--- src/rtl/myproject_gauss_stats_if.sv ---
// Stream bundle for myproject_gauss_stats: one pixel input stream and five
// result output streams. The names match the myproject netlist.
// slave: the statistics engine. master: the pixel source and result sink.
interface myproject_gauss_stats_if #(
  parameter int FP_TOTAL = 16
);
  logic [FP_TOTAL-1:0] conv2d_input_V_data_0_V_TDATA;
  logic                conv2d_input_V_data_0_V_TVALID;
  logic                conv2d_input_V_data_0_V_TREADY;

  logic [FP_TOTAL-1:0] layer15_out_V_data_0_V_TDATA;
  logic                layer15_out_V_data_0_V_TVALID;
  logic                layer15_out_V_data_0_V_TREADY;
  logic [FP_TOTAL-1:0] layer15_out_V_data_1_V_TDATA;
  logic                layer15_out_V_data_1_V_TVALID;
  logic                layer15_out_V_data_1_V_TREADY;
  logic [FP_TOTAL-1:0] layer15_out_V_data_2_V_TDATA;
  logic                layer15_out_V_data_2_V_TVALID;
  logic                layer15_out_V_data_2_V_TREADY;
  logic [FP_TOTAL-1:0] layer15_out_V_data_3_V_TDATA;
  logic                layer15_out_V_data_3_V_TVALID;
  logic                layer15_out_V_data_3_V_TREADY;
  logic [FP_TOTAL-1:0] layer15_out_V_data_4_V_TDATA;
  logic                layer15_out_V_data_4_V_TVALID;
  logic                layer15_out_V_data_4_V_TREADY;

  modport slave (
    input  conv2d_input_V_data_0_V_TDATA,
    input  conv2d_input_V_data_0_V_TVALID,
    output conv2d_input_V_data_0_V_TREADY,
    output layer15_out_V_data_0_V_TDATA,
    output layer15_out_V_data_0_V_TVALID,
    input  layer15_out_V_data_0_V_TREADY,
    output layer15_out_V_data_1_V_TDATA,
    output layer15_out_V_data_1_V_TVALID,
    input  layer15_out_V_data_1_V_TREADY,
    output layer15_out_V_data_2_V_TDATA,
    output layer15_out_V_data_2_V_TVALID,
    input  layer15_out_V_data_2_V_TREADY,
    output layer15_out_V_data_3_V_TDATA,
    output layer15_out_V_data_3_V_TVALID,
    input  layer15_out_V_data_3_V_TREADY,
    output layer15_out_V_data_4_V_TDATA,
    output layer15_out_V_data_4_V_TVALID,
    input  layer15_out_V_data_4_V_TREADY
  );

  modport master (
    output conv2d_input_V_data_0_V_TDATA,
    output conv2d_input_V_data_0_V_TVALID,
    input  conv2d_input_V_data_0_V_TREADY,
    input  layer15_out_V_data_0_V_TDATA,
    input  layer15_out_V_data_0_V_TVALID,
    output layer15_out_V_data_0_V_TREADY,
    input  layer15_out_V_data_1_V_TDATA,
    input  layer15_out_V_data_1_V_TVALID,
    output layer15_out_V_data_1_V_TREADY,
    input  layer15_out_V_data_2_V_TDATA,
    input  layer15_out_V_data_2_V_TVALID,
    output layer15_out_V_data_2_V_TREADY,
    input  layer15_out_V_data_3_V_TDATA,
    input  layer15_out_V_data_3_V_TVALID,
    output layer15_out_V_data_3_V_TREADY,
    input  layer15_out_V_data_4_V_TDATA,
    input  layer15_out_V_data_4_V_TVALID,
    output layer15_out_V_data_4_V_TREADY
  );
endinterface

--- src/rtl/myproject_gauss_stats.sv ---
// Frame statistics engine: accumulates one OUT_ROWS x OUT_COLS frame and
// emits peak, peak col, peak row, scaled sum and above-threshold count.
// Ports: ap_clk, ap_rst_n (sync, active-low), ap_start/ap_done/ap_idle/
// ap_ready (ap_ctrl_hs), io (slave: pixel stream in, five result streams).
// Optional macro MYPROJECT_SUM_SAT_EN: saturate result 3 instead of wrap.
module myproject_gauss_stats #(
  parameter int FP_TOTAL  = 16,
  parameter int OUT_ROWS  = 48,
  parameter int OUT_COLS  = 48,
  parameter int SUM_SHIFT = 11,
  parameter int THRESH    = 50
) (
  input  logic ap_clk,
  input  logic ap_rst_n,
  input  logic ap_start,
  output logic ap_done,
  output logic ap_idle,
  output logic ap_ready,
  myproject_gauss_stats_if.slave io
);

  localparam int CW = $clog2(OUT_COLS);
  localparam int RW = $clog2(OUT_ROWS);
  localparam logic signed [FP_TOTAL-1:0] THR =
    FP_TOTAL'(THRESH);

  typedef enum logic [2:0] {
    S_IDLE,
    S_RUN,
    S_FIN,
    S_OUT,
    S_DONE
  } state_t;

  state_t state_q;
  state_t state_d;

  logic [CW-1:0] col_q;
  logic [CW-1:0] pcol_q;
  logic [RW-1:0] row_q;
  logic [RW-1:0] prow_q;

  logic signed [FP_TOTAL-1:0] pix;
  logic signed [FP_TOTAL-1:0] peak_q;
  logic signed [FP_TOTAL-1:0] r3;
  logic signed [31:0]         sum_q;
  logic signed [31:0]         pix_ext;
  logic [FP_TOTAL-1:0]        cnt_q;

  logic [FP_TOTAL-1:0] res_q [5];
  logic [4:0]          vld_q;
  logic [4:0]          rdy;

  logic acc;
  logic first_pix;
  logic last_pix;
  logic hot;

  assign pix     = io.conv2d_input_V_data_0_V_TDATA;
  assign pix_ext = {{(32-FP_TOTAL){pix[FP_TOTAL-1]}}, pix};

  assign rdy = {io.layer15_out_V_data_4_V_TREADY,
                io.layer15_out_V_data_3_V_TREADY,
                io.layer15_out_V_data_2_V_TREADY,
                io.layer15_out_V_data_1_V_TREADY,
                io.layer15_out_V_data_0_V_TREADY};

  assign acc = (state_q == S_RUN) &&
               io.conv2d_input_V_data_0_V_TVALID;

  // Counters sit at the origin only for the first pixel of a frame.
  assign first_pix = (col_q == '0) && (row_q == '0);
  assign last_pix  = acc &&
                     (col_q == CW'(OUT_COLS - 1)) &&
                     (row_q == RW'(OUT_ROWS - 1));
  assign hot = pix > THR;

`ifdef MYPROJECT_SUM_SAT_EN
  localparam logic signed [31:0] SMAX =
    (32'sd1 <<< (FP_TOTAL - 1)) - 32'sd1;
  localparam logic signed [31:0] SMIN =
    -(32'sd1 <<< (FP_TOTAL - 1));

  logic signed [31:0] sum_sh;

  assign sum_sh = sum_q >>> SUM_SHIFT;

  always_comb begin
    r3 = sum_sh[FP_TOTAL-1:0];
    if (sum_sh > SMAX) begin
      r3 = SMAX[FP_TOTAL-1:0];
    end else if (sum_sh < SMIN) begin
      r3 = SMIN[FP_TOTAL-1:0];
    end
  end
`else
  assign r3 = FP_TOTAL'(sum_q >>> SUM_SHIFT);
`endif

  always_ff @(posedge ap_clk) begin
    if (!ap_rst_n) begin
      state_q <= S_IDLE;
    end else begin
      state_q <= state_d;
    end
  end

  always_comb begin
    state_d = state_q;
    unique case (state_q)
      S_IDLE: if (ap_start) state_d = S_RUN;
      S_RUN:  if (last_pix) state_d = S_FIN;
      S_FIN:  state_d = S_OUT;
      // Leave once every pending stream is accepted,
      // including acceptances in this same cycle.
      S_OUT:  if ((vld_q & ~rdy) == '0) state_d = S_DONE;
      S_DONE: state_d = S_IDLE;
      default: state_d = S_IDLE;
    endcase
  end

  always_comb begin
    ap_idle  = 1'b0;
    ap_ready = 1'b0;
    ap_done  = 1'b0;
    io.conv2d_input_V_data_0_V_TREADY = 1'b0;
    unique case (state_q)
      S_IDLE: ap_idle  = 1'b1;
      S_RUN:  io.conv2d_input_V_data_0_V_TREADY = 1'b1;
      S_FIN:  ap_ready = 1'b1;
      S_OUT:  ;
      S_DONE: ap_done  = 1'b1;
      default: ;
    endcase
  end

  always_ff @(posedge ap_clk) begin
    if (!ap_rst_n) begin
      col_q  <= '0;
      row_q  <= '0;
      pcol_q <= '0;
      prow_q <= '0;
      peak_q <= '0;
      sum_q  <= '0;
      cnt_q  <= '0;
      vld_q  <= '0;
      res_q  <= '{default: '0};
    end else begin
      if (state_q == S_IDLE && ap_start) begin
        col_q <= '0;
        row_q <= '0;
        sum_q <= '0;
        cnt_q <= '0;
      end
      if (acc) begin
        if (col_q == CW'(OUT_COLS - 1)) begin
          col_q <= '0;
          if (row_q == RW'(OUT_ROWS - 1)) begin
            row_q <= '0;
          end else begin
            row_q <= row_q + RW'(1);
          end
        end else begin
          col_q <= col_q + CW'(1);
        end
        sum_q <= sum_q + pix_ext;
        if (hot) begin
          cnt_q <= cnt_q + FP_TOTAL'(1);
        end
        // Strict compare: ties keep the earliest position.
        if (first_pix || pix > peak_q) begin
          peak_q <= pix;
          pcol_q <= col_q;
          prow_q <= row_q;
        end
      end
      if (state_q == S_FIN) begin
        res_q[0] <= peak_q;
        res_q[1] <= FP_TOTAL'(pcol_q);
        res_q[2] <= FP_TOTAL'(prow_q);
        res_q[3] <= r3;
        res_q[4] <= cnt_q;
        vld_q    <= '1;
      end else begin
        vld_q <= vld_q & ~rdy;
      end
    end
  end

  assign io.layer15_out_V_data_0_V_TDATA  = res_q[0];
  assign io.layer15_out_V_data_1_V_TDATA  = res_q[1];
  assign io.layer15_out_V_data_2_V_TDATA  = res_q[2];
  assign io.layer15_out_V_data_3_V_TDATA  = res_q[3];
  assign io.layer15_out_V_data_4_V_TDATA  = res_q[4];
  assign io.layer15_out_V_data_0_V_TVALID = vld_q[0];
  assign io.layer15_out_V_data_1_V_TVALID = vld_q[1];
  assign io.layer15_out_V_data_2_V_TVALID = vld_q[2];
  assign io.layer15_out_V_data_3_V_TVALID = vld_q[3];
  assign io.layer15_out_V_data_4_V_TVALID = vld_q[4];

endmodule

--- src/flat_wrapper.sv ---
// flat-port wrapper written by rule: the top's interface ports become plain ports
module myproject_gauss_stats_flat 
#(
  parameter int FP_TOTAL  = 16,
  parameter int OUT_ROWS  = 48,
  parameter int OUT_COLS  = 48,
  parameter int SUM_SHIFT = 11,
  parameter int THRESH    = 50
)
  (ap_clk, ap_rst_n, ap_start, ap_done, ap_idle, ap_ready, io_conv2d_input_V_data_0_V_TDATA, io_conv2d_input_V_data_0_V_TVALID, io_conv2d_input_V_data_0_V_TREADY, io_layer15_out_V_data_0_V_TDATA, io_layer15_out_V_data_0_V_TVALID, io_layer15_out_V_data_0_V_TREADY, io_layer15_out_V_data_1_V_TDATA, io_layer15_out_V_data_1_V_TVALID, io_layer15_out_V_data_1_V_TREADY, io_layer15_out_V_data_2_V_TDATA, io_layer15_out_V_data_2_V_TVALID, io_layer15_out_V_data_2_V_TREADY, io_layer15_out_V_data_3_V_TDATA, io_layer15_out_V_data_3_V_TVALID, io_layer15_out_V_data_3_V_TREADY, io_layer15_out_V_data_4_V_TDATA, io_layer15_out_V_data_4_V_TVALID, io_layer15_out_V_data_4_V_TREADY);
  myproject_gauss_stats_if #(.FP_TOTAL(FP_TOTAL)) io_i ();
  input  logic ap_clk;
  input  logic ap_rst_n;
  input  logic ap_start;
  output logic ap_done;
  output logic ap_idle;
  output logic ap_ready;
  input wire logic [$bits(io_i.conv2d_input_V_data_0_V_TDATA)-1:0] io_conv2d_input_V_data_0_V_TDATA;
  input wire logic [$bits(io_i.conv2d_input_V_data_0_V_TVALID)-1:0] io_conv2d_input_V_data_0_V_TVALID;
  output wire logic [$bits(io_i.conv2d_input_V_data_0_V_TREADY)-1:0] io_conv2d_input_V_data_0_V_TREADY;
  output wire logic [$bits(io_i.layer15_out_V_data_0_V_TDATA)-1:0] io_layer15_out_V_data_0_V_TDATA;
  output wire logic [$bits(io_i.layer15_out_V_data_0_V_TVALID)-1:0] io_layer15_out_V_data_0_V_TVALID;
  input wire logic [$bits(io_i.layer15_out_V_data_0_V_TREADY)-1:0] io_layer15_out_V_data_0_V_TREADY;
  output wire logic [$bits(io_i.layer15_out_V_data_1_V_TDATA)-1:0] io_layer15_out_V_data_1_V_TDATA;
  output wire logic [$bits(io_i.layer15_out_V_data_1_V_TVALID)-1:0] io_layer15_out_V_data_1_V_TVALID;
  input wire logic [$bits(io_i.layer15_out_V_data_1_V_TREADY)-1:0] io_layer15_out_V_data_1_V_TREADY;
  output wire logic [$bits(io_i.layer15_out_V_data_2_V_TDATA)-1:0] io_layer15_out_V_data_2_V_TDATA;
  output wire logic [$bits(io_i.layer15_out_V_data_2_V_TVALID)-1:0] io_layer15_out_V_data_2_V_TVALID;
  input wire logic [$bits(io_i.layer15_out_V_data_2_V_TREADY)-1:0] io_layer15_out_V_data_2_V_TREADY;
  output wire logic [$bits(io_i.layer15_out_V_data_3_V_TDATA)-1:0] io_layer15_out_V_data_3_V_TDATA;
  output wire logic [$bits(io_i.layer15_out_V_data_3_V_TVALID)-1:0] io_layer15_out_V_data_3_V_TVALID;
  input wire logic [$bits(io_i.layer15_out_V_data_3_V_TREADY)-1:0] io_layer15_out_V_data_3_V_TREADY;
  output wire logic [$bits(io_i.layer15_out_V_data_4_V_TDATA)-1:0] io_layer15_out_V_data_4_V_TDATA;
  output wire logic [$bits(io_i.layer15_out_V_data_4_V_TVALID)-1:0] io_layer15_out_V_data_4_V_TVALID;
  input wire logic [$bits(io_i.layer15_out_V_data_4_V_TREADY)-1:0] io_layer15_out_V_data_4_V_TREADY;
  assign io_i.conv2d_input_V_data_0_V_TDATA = io_conv2d_input_V_data_0_V_TDATA;
  assign io_i.conv2d_input_V_data_0_V_TVALID = io_conv2d_input_V_data_0_V_TVALID;
  assign io_conv2d_input_V_data_0_V_TREADY = io_i.conv2d_input_V_data_0_V_TREADY;
  assign io_layer15_out_V_data_0_V_TDATA = io_i.layer15_out_V_data_0_V_TDATA;
  assign io_layer15_out_V_data_0_V_TVALID = io_i.layer15_out_V_data_0_V_TVALID;
  assign io_i.layer15_out_V_data_0_V_TREADY = io_layer15_out_V_data_0_V_TREADY;
  assign io_layer15_out_V_data_1_V_TDATA = io_i.layer15_out_V_data_1_V_TDATA;
  assign io_layer15_out_V_data_1_V_TVALID = io_i.layer15_out_V_data_1_V_TVALID;
  assign io_i.layer15_out_V_data_1_V_TREADY = io_layer15_out_V_data_1_V_TREADY;
  assign io_layer15_out_V_data_2_V_TDATA = io_i.layer15_out_V_data_2_V_TDATA;
  assign io_layer15_out_V_data_2_V_TVALID = io_i.layer15_out_V_data_2_V_TVALID;
  assign io_i.layer15_out_V_data_2_V_TREADY = io_layer15_out_V_data_2_V_TREADY;
  assign io_layer15_out_V_data_3_V_TDATA = io_i.layer15_out_V_data_3_V_TDATA;
  assign io_layer15_out_V_data_3_V_TVALID = io_i.layer15_out_V_data_3_V_TVALID;
  assign io_i.layer15_out_V_data_3_V_TREADY = io_layer15_out_V_data_3_V_TREADY;
  assign io_layer15_out_V_data_4_V_TDATA = io_i.layer15_out_V_data_4_V_TDATA;
  assign io_layer15_out_V_data_4_V_TVALID = io_i.layer15_out_V_data_4_V_TVALID;
  assign io_i.layer15_out_V_data_4_V_TREADY = io_layer15_out_V_data_4_V_TREADY;
  myproject_gauss_stats #(.FP_TOTAL(FP_TOTAL), .OUT_ROWS(OUT_ROWS), .OUT_COLS(OUT_COLS), .SUM_SHIFT(SUM_SHIFT), .THRESH(THRESH)) u_core (.ap_clk(ap_clk), .ap_rst_n(ap_rst_n), .ap_start(ap_start), .ap_done(ap_done), .ap_idle(ap_idle), .ap_ready(ap_ready), .io(io_i));
endmodule
--- config.mk ---
export PLATFORM = sky130hd
export DESIGN_NAME = myproject_gauss_stats_flat
export DESIGN_NICKNAME = d
export VERILOG_FILES = /design/src/rtl/myproject_gauss_stats_if.sv /design/src/rtl/myproject_gauss_stats.sv /design/src/flat_wrapper.sv
export SDC_FILE = /design/constraint.sdc
export NUM_CORES = 1
export LEC_CHECK = 0
export ABC_AREA = 1
export CELL_PAD_IN_SITES_DETAIL_PLACEMENT = 1
export CELL_PAD_IN_SITES_GLOBAL_PLACEMENT = 1
export CORE_ASPECT_RATIO = 1.2
export CORE_MARGIN = 5
export CORE_UTILIZATION = 40
export DETAILED_ROUTE_END_ITERATION = 6
export GPL_TIMING_DRIVEN = 0
export PLACE_DENSITY = 0.89
export SYNTH_ARGS = -nofsm -noshare
export SYNTH_HDL_FRONTEND = slang
export SYNTH_SLANG_ARGS = --single-unit
export TNS_END_PERCENT = 1
--- constraint.sdc ---
create_clock -name ap_clk -period 2.4 [get_ports ap_clk]
set_clock_uncertainty 0.15 [all_clocks]
set_input_delay 0.36 -clock ap_clk [delete_from_list [all_inputs] [get_ports ap_clk]]
set_output_delay 0.36 -clock ap_clk [all_outputs]
set_load 0.01 [all_outputs]
==> results_dict.tcl <==
set metrics [dict create \
    maxSlewHeadroom_pct 41.96 \
    maxCapViolations 0 \
    yosysTopAreaCell "dfxtp_1" \
    grt_pass1_wl_um 47000 \
    syn_avg_cell_area_um2 6.937 \
    wl_met2_um 15510 \
    dp_slack_ps -1117 \
    final_nets 1396 \
    arrival_ps 2620 \
    internal_power_mw 5.316 \
    period_needed_ps 2415 \
    wl_met1_um 12000 \
    fillers 2669 \
    drt_first_pass_iters 5 \
    fp-row-count 57 \
    placed_cells 1565 \
    dpl_cell_area_um2 9575 \
    synth_edf_count 0 \
    top_layer "met4" \
    cpMaxStageDelayCell "dfxtp_1" \
    hold_class "in2reg" \
    grt_overflow 0 \
    first_global_vias 9199 \
    diodes 0 \
    clk-insertion-delay-late_ps 440 \
    design_area_um2 10430 \
    synth_warnings 0 \
    synth_cell_types 44 \
    hpwl_um 21370 \
    synth_area_leaders "dfxtp_1 37%, nand2_1 9.6%, a21oi_1 8.9%" \
    dr_total_vias 8751 \
    ys_async_sr_fraction_pct 0 \
    p_switching_mw 2.705 \
    drive_gt1_share_pct 11.83 \
    grt_use_total_pct 24.62 \
    hold_violations 0 \
    path_cells "inv_1, ha_4, nand2_2, nor2_4, nand3_1, nand3_1, nand2_1, nand2_1, nand2_1, nand2_2, nand2_2, nand2_4, buf_8, buf_6, a21oi_1, nor2_1" \
    cts_root_buf "clkbuf_16" \
    clockBufferDepth 2 \
    finalSetupViolCount 2 \
    p_sw_share_pct 33.72 \
    crit_path_end_kind "flop" \
    crit_required_ps 2610 \
    holdBufCountCts 0 \
    synth_most_common_cell "nand2_1" \
    worst-path-max-fanout 10 \
    finalMaxSlewViolations 0 \
    synth_seq_area_share_pct 36.68 \
    clock-sinks 151 \
    cts_tree "yes" \
    cts-htree-levels 4 \
    path_delay_family "simple AND/OR/NAND/NOR gates" \
    drc 0 \
    port_buffers 93 \
    cts_buffers 17 \
    core_area_um2 20250 \
    initial_core_util_pct 40.69 \
    critical-path-max-stage-delay_ps 360 \
    ant_nets 0 \
    wl_um 29930 \
    rsz0062_at_grt "yes" \
    ios 114 \
    antenna_found_initial 0 \
    netlist_area_um2 8242 \
    syn_to_final_growth_pct 26.58 \
    synth_top_cell_area_share_pct 36.68 \
    clkSlewWorstSetupHoldPaths_ps 70 \
    critical_path_buf_inv_count 3 \
    die_w_um 141.0 \
    dr_wl_met3_um 1339 \
    die-area_um2 23590 \
    die_height_um 167.2 \
    stdcell_count 1601 \
    critPathKind "reg2reg" \
    synthesis.instances 1188 \
    p_total_mw 8.021 \
    max_freq_mhz 414.1 \
    status "complete, but fails checks" \
    pwr_density_cell_nw_per_um2 768.8 \
    failed_checks "negative setup slack" \
    pwr-share-clk_pct 35.0 \
    viasPerCell 5.466 \
    ir_drop_mv 0.5540 \
    power_leakage_nw 4.520 \
    power_frac_seq_pct 37.2 \
    yosys-top-cells-count "210 x nand2_1, 151 x dfxtp_1, 151 x nor2_1, 147 x a21oi_1, 113 x inv_1" \
    period_share_pct 100.6 \
    comb_power_share_pct 27.8 \
    drt_iter0_drc 445 \
    totalNegativeSetupSlack_ps -28.60 \
    worstMarginPinSlew_ps 870.6 \
    wire_per_inst_um 18.69 \
    startpoint_type "flop" \
    grt_max_degree 17 \
    synthFlopType "dfxtp_1" \
    fin_ws_ps -15.06 \
    ys_seq_elements 151 \
    place_congestion 0.9402 \
]
## path summary, 6_finish.rpt
kind | from | to | slack [ps] | depth (start not counted)
max | u_core.peak_q[5] | u_core.peak_q[7] | -20 | 16
min reg2reg | u_core.sum_q[4] | u_core.sum_q[4] | 320 | 2
max reg2reg | u_core.peak_q[5] | u_core.peak_q[7] | -20 | 16
min | io_conv2d_input_V_data_0_V_TDATA[10] | u_core.peak_q[10] | 230 | 5
## layer usage
| metal | GRT usage (%) | vias up |
|---|---|---|
| li1 | - | 4179 |
| met1 | 28.29 | 4291 |
| met2 | 44.35 | 216 |
| met3 | 4.307 | 65 |
| met4 | 10.87 | 0 |
| met5 | 0 | - |
## what timing repair did
action | 4_1_cts | 5_1_grt
buffers inserted | 2 | 3
pin swaps | 2 | 6
endpoints found under the setup margin | 41 | 43
resized for setup | 26 | 50
## area by class of cell
class / count / area [um^2] / share of cell area [%]
tap: 265 / 331.6 / 3.178
sequential: 151 / 3028 / 29.02
buffer: 70 / 417.9 / 4.006
clock buffer: 20 / 466.7 / 4.474
timing repair buffer: 98 / 958.4 / 9.187
multi-input combinational: 863 / 4632 / 44.40
inverter: 122 / 457.9 / 4.390
clock inverter: 12 / 140.1 / 1.343
## power groups by stage
stage	sequential (mW)	combinational (mW)	clock [mW]
floorplan	3.07	1.12	0
global placement	3.01	2.02	0
detailed placement	3.02	2.08	0
CTS	2.98	2.13	2.80
global route	3.02	2.45	2.95
finish	2.98	2.23	2.80
## registers in the layout, summed over array words and instances (netlist names)
name and cells:
u_core.sum_q 27, u_core.cnt_q 16, u_core.io.layer15_out_V_data_0_V_TDATA 16, u_core.io.layer15_out_V_data_3_V_TDATA 16
u_core.io.layer15_out_V_data_4_V_TDATA 16, u_core.peak_q 16, u_core.col_q 6, u_core.io.layer15_out_V_data_1_V_TDATA 6
u_core.io.layer15_out_V_data_2_V_TDATA 6, u_core.pcol_q 6, u_core.prow_q 6, u_core.row_q 6
u_core.vld_q 5, u_core.state_q 3
## placed cells by master (no fill, tap or decap), drive strengths merged, types with 3 or more instances in the layout
cell type | Yosys | layout
a211oi | 6 | 6
inv | 122 | 125
nand4 | 18 | 18
conb | 1 | 20
clkdlybuf4s50 | 0 | 76
buf | 43 | 48
clkinv | 0 | 5
dfxtp | 151 | 151
nand3 | 86 | 86
nor4 | 4 | 4
nand2 | 214 | 214
nor3 | 28 | 28
dlymetal6s2s | 0 | 4
clkbuf | 28 | 48
o21bai | 5 | 5
dlygate4sd2 | 0 | 12
o21ai | 107 | 107
a21o | 4 | 4
a21oi | 149 | 149
nor2 | 155 | 155
a21boi | 3 | 3
ha | 47 | 47
## per-stage QoR
| step | hold WS, ps | utilization [%] |
|---|---|---|
| 5_1_grt | 265.2 | 51.51 |
| 2_1_floorplan | 286.7 | - |
| 3_3_place_gp | 305.3 | 47.28 |
| 6_report | 227.3 | 51.51 |
| 4_1_cts | 322.4 | 50.44 |
| 3_5_place_dp | 313.7 | 47.28 |
## worst reg2reg max path: stages (launching register included)
cell	delay [ps]
dfxtp_1	360
inv_1	120
ha_4	300
nand2_2	80
nor2_4	110
nand3_1	90
nand3_1	90
nand2_1	80
nand2_1	80
nand2_1	80
nand2_2	80
nand2_2	80
nand2_4	80
buf_8	130
buf_6	170
a21oi_1	100
nor2_1	170
## kinds of logic after synthesis
| family | share of synthesized area [%] |
|---|---|
| fa+ha+maj | 7.378 |
| buf+inv | 10.43 |
| xor+xnor | 0.2126 |
| other cells | 0.04550 |
| flops | 36.68 |
| simple gates | 27.05 |
| compound gates | 18.20 |
Power figures use the tool's default switching activity.
